<file path="config.mk">
export PLATFORM = sky130hd
export DESIGN_NAME = alu_share_arbiter
export DESIGN_NICKNAME = d
export VERILOG_FILES = /design/src/rtl/alu_share_arbiter.sv
export SDC_FILE = /design/constraint.sdc
export NUM_CORES = 1
export LEC_CHECK = 0
export ABC_AREA = 1
export CORE_ASPECT_RATIO = 0.6
export CORE_MARGIN = 3
export CORE_UTILIZATION = 37
export CTS_CLUSTER_DIAMETER = 100
export DETAILED_ROUTE_END_ITERATION = 12
export GPL_TIMING_DRIVEN = 0
export PLACE_DENSITY = 0.78
export SYNTH_ARGS = -nofsm -noshare
export SYNTH_HDL_FRONTEND = slang
export SYNTH_SLANG_ARGS = --single-unit
</file>
<file path="constraint.sdc">
create_clock -name clk -period 1.7 [get_ports clk]
set_clock_uncertainty 0.2 [all_clocks]
set_input_delay 0.425 -clock clk [delete_from_list [all_inputs] [get_ports clk]]
set_output_delay 0.425 -clock clk [all_outputs]
set_load 0.02 [all_outputs]
</file>
<file path="src/rtl/alu_share_arbiter.sv">
// rtl/alu_share_arbiter.sv - round-robin issue arbiter sharing one registered ALU between two ports
//
// Ports:
//   clk, rst_n           clock, asynchronous active-low reset
//   flush                drops every in-flight operation and blocks issue this cycle
//   reqN_valid/ready     per-port issue handshake (ready is combinational)
//   reqN_op/a/b/shamt    per-port ALU control code, operands, shift amount
//   alu_control/data1/data2/shamt   registered operands towards the ALU
//   alu_result/overflow  ALU outputs, valid LAT cycles after the operand edge
//   rspN_valid           one-cycle response strobe to the issuing port
//   rsp_result/overflow  shared response data; overflow only for add/sub
//   grant_cntN           saturating accepted-request counters
module alu_share_arbiter #(
  parameter int W    = 32,
  parameter int OPW  = 5,
  parameter int SHW  = 5,
  parameter int LAT  = 1,
  parameter logic [OPW-1:0] IDLE_OP = OPW'(5'h1F),
  parameter int CNTW = 16
) (
  input  logic            clk,
  input  logic            rst_n,
  input  logic            flush,
  input  logic            req0_valid,
  output logic            req0_ready,
  input  logic [OPW-1:0]  req0_op,
  input  logic [W-1:0]    req0_a,
  input  logic [W-1:0]    req0_b,
  input  logic [SHW-1:0]  req0_shamt,
  input  logic            req1_valid,
  output logic            req1_ready,
  input  logic [OPW-1:0]  req1_op,
  input  logic [W-1:0]    req1_a,
  input  logic [W-1:0]    req1_b,
  input  logic [SHW-1:0]  req1_shamt,
  output logic [OPW-1:0]  alu_control,
  output logic [W-1:0]    alu_data1,
  output logic [W-1:0]    alu_data2,
  output logic [SHW-1:0]  alu_shamt,
  input  logic [W-1:0]    alu_result,
  input  logic            alu_overflow,
  output logic            rsp0_valid,
  output logic            rsp1_valid,
  output logic [W-1:0]    rsp_result,
  output logic            rsp_overflow,
  output logic [CNTW-1:0] grant_cnt0,
  output logic [CNTW-1:0] grant_cnt1
);

  // prio_ptr names the port that wins a tie; it flips to the loser after every grant.
  logic            prio_ptr;
  logic            grant0;
  logic            grant1;
  logic            accept;
  logic [OPW-1:0]  sel_op;
  logic [W-1:0]    sel_a;
  logic [W-1:0]    sel_b;
  logic [SHW-1:0]  sel_shamt;
  logic            sel_addsub;

  // Tag pipeline: one stage per cycle of ALU latency plus the operand register stage.
  logic [LAT:0]    tag_valid;
  logic [LAT:0]    tag_port;
  logic [LAT:0]    tag_addsub;

  always_comb begin
    grant0 = 1'b0;
    grant1 = 1'b0;
    if (!flush) begin
      if (req0_valid && (!req1_valid || !prio_ptr)) begin
        grant0 = 1'b1;
      end else if (req1_valid) begin
        grant1 = 1'b1;
      end
    end
  end

  assign accept     = grant0 | grant1;
  // Gated by rst_n so nothing appears accepted while the block is held in reset.
  assign req0_ready = grant0 & rst_n;
  assign req1_ready = grant1 & rst_n;

  assign sel_op     = grant1 ? req1_op    : req0_op;
  assign sel_a      = grant1 ? req1_a     : req0_a;
  assign sel_b      = grant1 ? req1_b     : req0_b;
  assign sel_shamt  = grant1 ? req1_shamt : req0_shamt;
  // Only ADD (0) and SUB (1) produce a meaningful overflow flag.
  assign sel_addsub = (sel_op == OPW'(0)) || (sel_op == OPW'(1));

  always_ff @(posedge clk or negedge rst_n) begin
    if (!rst_n) begin
      prio_ptr <= 1'b0;
    end else if (grant0) begin
      prio_ptr <= 1'b1;
    end else if (grant1) begin
      prio_ptr <= 1'b0;
    end
  end

  // Operand registers: data/shamt hold when idle, control drops to an unmatched
  // code so the ALU keeps its last result instead of recomputing stale operands.
  always_ff @(posedge clk or negedge rst_n) begin
    if (!rst_n) begin
      alu_control <= IDLE_OP;
      alu_data1   <= '0;
      alu_data2   <= '0;
      alu_shamt   <= '0;
    end else if (accept) begin
      alu_control <= sel_op;
      alu_data1   <= sel_a;
      alu_data2   <= sel_b;
      alu_shamt   <= sel_shamt;
    end else begin
      alu_control <= IDLE_OP;
    end
  end

  always_ff @(posedge clk or negedge rst_n) begin
    if (!rst_n) begin
      tag_valid  <= '0;
      tag_port   <= '0;
      tag_addsub <= '0;
    end else begin
      tag_port   <= {tag_port[LAT-1:0], grant1};
      tag_addsub <= {tag_addsub[LAT-1:0], sel_addsub};
      if (flush) begin
        tag_valid <= '0;
      end else begin
        tag_valid <= {tag_valid[LAT-1:0], accept};
      end
    end
  end

  // The last tag stage lines up with the cycle in which alu_result is valid for it.
  always_ff @(posedge clk or negedge rst_n) begin
    if (!rst_n) begin
      rsp0_valid   <= 1'b0;
      rsp1_valid   <= 1'b0;
      rsp_result   <= '0;
      rsp_overflow <= 1'b0;
    end else if (flush) begin
      rsp0_valid <= 1'b0;
      rsp1_valid <= 1'b0;
    end else if (tag_valid[LAT]) begin
      rsp0_valid   <= ~tag_port[LAT];
      rsp1_valid   <= tag_port[LAT];
      rsp_result   <= alu_result;
      rsp_overflow <= alu_overflow & tag_addsub[LAT];
    end else begin
      rsp0_valid <= 1'b0;
      rsp1_valid <= 1'b0;
    end
  end

  always_ff @(posedge clk or negedge rst_n) begin
    if (!rst_n) begin
      grant_cnt0 <= '0;
      grant_cnt1 <= '0;
    end else begin
      if (grant0 && (grant_cnt0 != '1)) begin
        grant_cnt0 <= grant_cnt0 + CNTW'(1);
      end
      if (grant1 && (grant_cnt1 != '1)) begin
        grant_cnt1 <= grant_cnt1 + CNTW'(1);
      end
    end
  end

endmodule

</file>
; Yosys cells after proc, flatten, opt, wreduce, memory -nomap -nowiden
; Cells that the tools add are included.
; W data, S select, Z words.
[word_totals]
in_bits = 186
regBits = 148
[op_classes]
reduce_logical = 10
n_eq_ne = 3
n_addsub = 2
n_mux = 17
bitwise_logic = 6
[ops]
columns = cell, n
row1 = $mux W32, 2
row2 = $add A16 B1 Y16 const B, 2
row3 = $ne A16 B16 Y1 const B, 2
row4 = $mux W5, 3
row5 = $mux W1, 11
row6 = $eq A5 B1 Y1 const B, 1
row7 = $logic_not A5 Y1, 1
row8 = $and A1 B1 Y1, 3
row9 = $logic_and A1 B1 Y1, 3
row10 = $logic_not A1 Y1, 2
row11 = $logic_or A1 B1 Y1, 2
row12 = $mux W2, 1
row13 = $not A1 Y1, 2
row14 = $reduce_and A2 Y1, 1
row15 = $reduce_bool A2 Y1, 1
row16 = $or A1 B1 Y1, 1

; Depth between registers and ports, before layout
[logic_depth]
depth_word = 8
mapped_depth = 10
depth_no_buf = 9

; Worst setup path before layout
; No wires, ideal clock.
[synth_timing]
path_kind = input to output
startpoint = input req1_valid
endpoint = output req1_ready
t_arrival_ns = 1.377
n_path_buf = 3
cell_stages = 7
slack_ns = -0.302
required_ns = 1.075
path_cell_list = nand2_1 nand2_1 nand2_1 buf_4 buf_6 buf_4 nor2_1
[synth_between]
elab_chain_cells = 6
[synth_lines]
columns = item, line
row1 = "start, declared", 30  ; input logic req1_valid,
row2 = $logic_not A1 Y1, 70  ; if (req0_valid && (!req1_valid || !prio_ptr)) begin
row3 = $logic_or A1 B1 Y1, 70
row4 = $logic_and A1 B1 Y1, 70
row5 = $mux W1 (*), 70
row6 = $mux W1 (*), 69  ; if (!flush) begin
row7 = $and A1 B1 Y1 (*), 81  ; assign req1_ready = grant1 & rst_n;
row8 = "end, declared", 31  ; output logic req1_ready,
; Every way passes the cells marked *; elsewhere a longest branch is shown, timed or not.

; Worst setup path in the final report
[layout_timing]
startpoint = register prio_ptr
endpoint = output req1_ready
[layout_between]
elab_chain_cells = 6
[layout_lines]
columns = item, line
row1 = "start, declared", 51  ; logic prio_ptr;
row2 = "start signal, assigned", 92  ; prio_ptr <= 1'b0;
row3 = "start signal, assigned", 94  ; prio_ptr <= 1'b1;
row4 = "start signal, assigned", 96  ; prio_ptr <= 1'b0;
row5 = $logic_not A1 Y1, 70
row6 = $logic_or A1 B1 Y1, 70
row7 = $logic_and A1 B1 Y1, 70
row8 = $mux W1, 70
row9 = $mux W1, 69
row10 = $and A1 B1 Y1, 81
; No other way between the ends.

==> metrics.log <==
[metrics] initial antenna violation count: 0
[metrics] Final setup viols: 87
[metrics] final number of hold-violating endpoints: 57
[metrics] Max-cap violations: 0
[metrics] number of synthesis warnings: 0
[metrics] Cell Area, Synth: 0.00681 mm2
[metrics] Reg clk slew, reported paths: 70 ps
[metrics] commonest non-fill, non-tap cell in the layout: sky130_fd_sc_hd__nand2_1
[metrics] number of nets at the end of the flow: 1446
[metrics] TritonCTS sink count: 148
[metrics] measured slew at the worst slew-check pin: 503 ps
[metrics] category of the worst setup path launch point: flip-flop
[metrics] reported net switching power: 4.56 mW
[metrics] number of global-route vias before repair: 7374
[metrics] drt drc: 0
[metrics] commonest cells after routing, fill and taps aside: sky130_fd_sc_hd__nand2_1, sky130_fd_sc_hd__clkdlybuf4s50_1, sky130_fd_sc_hd__nand3_1
[metrics] worst hold slack after final layout: -322 ps
[metrics] fraction of layout instances using a drive strength above 1: 0.320
[metrics] Max Slew Vio Count: 0
[metrics] post-route antenna net violation count: 0
[metrics] final WL: 27300 um
[metrics] area added between synthesis and finish: 71.4%
[metrics] startpoint of the worst register-to-register path: prio_ptr$_DFFE_PN0N_
[metrics] portion of total power attributed to combinational logic: 0.330
[metrics] number of cells after detailed placement: 1418
[metrics] internal power: 8.13 mW
[metrics] utilization after layout: 0.664
[metrics] register share of total power: 0.375
[metrics] min Tclk post-route: 2160 ps
[metrics] peak supply drop: 0.000796 V
[metrics] start point of the critical path: prio_ptr$_DFFE_PN0N_
[metrics] unrepaired setup endpoints after global routing: true
[metrics] Worst R2R End: grant_cnt0[9]$_DFFE_PN0P_
[metrics] Crit Path Class: reg -> out
[metrics] leak pwr: 5.72 nW
[metrics] Synth top area share: 0.525
[metrics] row count: 37
[metrics] Vias: 7545
[metrics] GR Overflow Total: 0
[metrics] share of synthesized area occupied by flip-flops and latches: 0.544
[metrics] CTS tree: done
[metrics] post-synthesis sequential element count: 148
[metrics] biggest area consumer among synthesized cells: sky130_fd_sc_hd__dfrtp_1
[metrics] failing checks: negative hold slack, negative setup slack
[metrics] count of cell types in the netlist: 26
[metrics] Synth Net Count: 1043
[metrics] first-pass GRT wire length: 40800 um
[metrics] post-synthesis average cell area: 7.97 um2
[metrics] clock share of power: 0.295
[metrics] number of vias per cell after detailed routing: 5.01
[metrics] n_diodes: 0
[metrics] overall power after layout: 12.7 mW
[metrics] PD cells: 1090 mW/mm2
[metrics] slack of the worst reg-to-reg path: -380 ps
[metrics] starting density of the core: 0.387
[metrics] largest net degree at the start of global routing: 65
[metrics] required time worst endpoint: 1070 ps
[metrics] worst-case headroom to the max-slew limit: 0.665
[metrics] final worst setup slack: -460 ps
[metrics] Critical Path Sink Type: primary output
[metrics] Iter 0 DRT Violations: 477
[metrics] layout filler cell count: 1474
[metrics] biggest area contributors in the synthesized netlist: sky130_fd_sc_hd__dfrtp_1, sky130_fd_sc_hd__nand2_1, sky130_fd_sc_hd__nand3_1
[metrics] Core Region: 0.0176 mm2
[metrics] Die Height: 111 um
[metrics] share of the clock period used by the worst path after layout: 1.27
[metrics] master cell of the clock root buffer: sky130_fd_sc_hd__clkbuf_16
[metrics] non-filler cells, final: 1505
[metrics] port bufs: 328
[metrics] clock buffer depth: 2
[metrics] share of total power consumed by net switching: 0.359
[metrics] number of cells produced by synthesis: 855
[metrics] biggest fanout along the worst timing path: 2
[metrics] outcome: complete, but fails checks
[metrics] average wire per standard cell: 18.1 um
[metrics] first-pass iteration count of the detailed router: 6
[metrics] class of the tightest hold or removal check: in -> async
[metrics] number of buffers inserted during clock tree synthesis: 17
[metrics] achievable frequency: 463 MHz
[metrics] r2r worst-path depth: 14
[metrics] GPL Wtd Cong: 0.884
[metrics] H-tree depth: 4
[metrics] I/O pin count: 329
[metrics] post-DP HPWL: 18900 um
[metrics] clock latency reported for the late side of the worst-skew pair: 410 ps
[metrics] All-Layer GR Usage: 0.255
[metrics] Chip Width: 181 um
[metrics] Die Footprint: 0.0201 mm2
[metrics] Arr. time, crit path: 1540 ps
## registers in the layout, indices dropped and copies added (netlist names)
signal,count
alu_data1,32
alu_control,5
grant_cnt0,16
tag_valid,2
rsp_overflow,1
rsp1_valid,1
alu_data2,32
tag_port,2
rsp0_valid,1
tag_addsub,2
rsp_result,32
alu_shamt,5
prio_ptr,1
grant_cnt1,16
## worst max-delay path by stage
stage,cells past startpoint,endpoint,slack (ps)
floorplan,6,req0_ready,-70
global placement,1,grant_cnt0[0]$_DFFE_PN0P_,-6790
detailed placement,6,req0_ready,-1460
CTS,7,req0_ready,-500
global route,8,req1_ready,-540
finish,8,req1_ready,-460
## synth_stat cells (all sizes together)
cell type / instances
nor3: 1
buf: 27
xor2: 8
nand2: 369
clkbuf: 15
inv: 37
nor2: 44
o21ai: 21
o22ai: 1
dfrtp: 143
nand3: 166
ha: 2
nand4: 9
nand3b: 1
xnor2: 6
dfstp: 5
## stage by stage
step	setup slack, ps	setup TNS, ps	cell area [um2]
after global placement	-6790	-1011520	10500
final	-460	-26110	11700
after detailed placement	-1460	-94720	10500
after floorplan	-74.3	-140	6890
after global routing	-541	-32320	11700
after CTS	-503	-35680	11600
## what timing repair did
action                                  in CTS  in global routing
endpoints found under the setup margin     281                212
pin swaps                                   12                 44
gates cloned                                 6                  5
endpoints found under the hold margin       57                 57
resized for setup                          604                203
buffers inserted                            36                 10
## worst max-delay path: stages, from the launching register on
cell and delay, ps:
sky130_fd_sc_hd__dfrtp_1 390, sky130_fd_sc_hd__nand2_4 60, sky130_fd_sc_hd__nand2_4 80, sky130_fd_sc_hd__nand2_4 60
sky130_fd_sc_hd__buf_8 120, sky130_fd_sc_hd__buf_8 110, sky130_fd_sc_hd__buf_12 120, sky130_fd_sc_hd__nor2_4 70
sky130_fd_sc_hd__buf_6 120
## layer usage
metal,global-route usage,routed length (um),up-vias
met2,0.413,13200,353
met1,0.334,11100,3609
met3,0.0777,2510,30
li1,-,-,3553
met4,0.0680,435,0
met5,0,0,-
## power by group through the flow
stage | Sequential [mW] | Clock, mW | Combinational [mW]
3_5_place_dp | 4.84 | 0 | 4.20
2_1_floorplan | 5.60 | 0 | 1.06
6_report | 4.76 | 3.74 | 4.19
5_1_grt | 4.85 | 3.97 | 4.52
3_3_place_gp | 4.81 | 0 | 4.14
4_1_cts | 4.76 | 3.81 | 4.16
## kinds of logic (layout without fill, tap and decap cells)
family                   after synthesis  after routing  synth area share
AO/OA/AOI/OAI                         22             22            0.0169
XOR/XNOR                              14             14            0.0180
adder cells (fa/ha/maj)                2              2           0.00367
buffers and inverters                 79            495            0.0531
flip-flops                           148            148             0.544
AND/OR/NAND/NOR                      590            590             0.364
## layout make-up
type	count	area [um2]	area share
plain buffers	42	437	0.0374
clock inverters	14	143	0.0122
well taps	234	293	0.0251
multi-input cells	628	3180	0.272
repair buffers	384	3320	0.284
clock buffers	18	439	0.0376
flip-flops and latches	148	3730	0.320
inverters	37	144	0.0123
No activity file was read; power rests on OpenSTA's default activity.
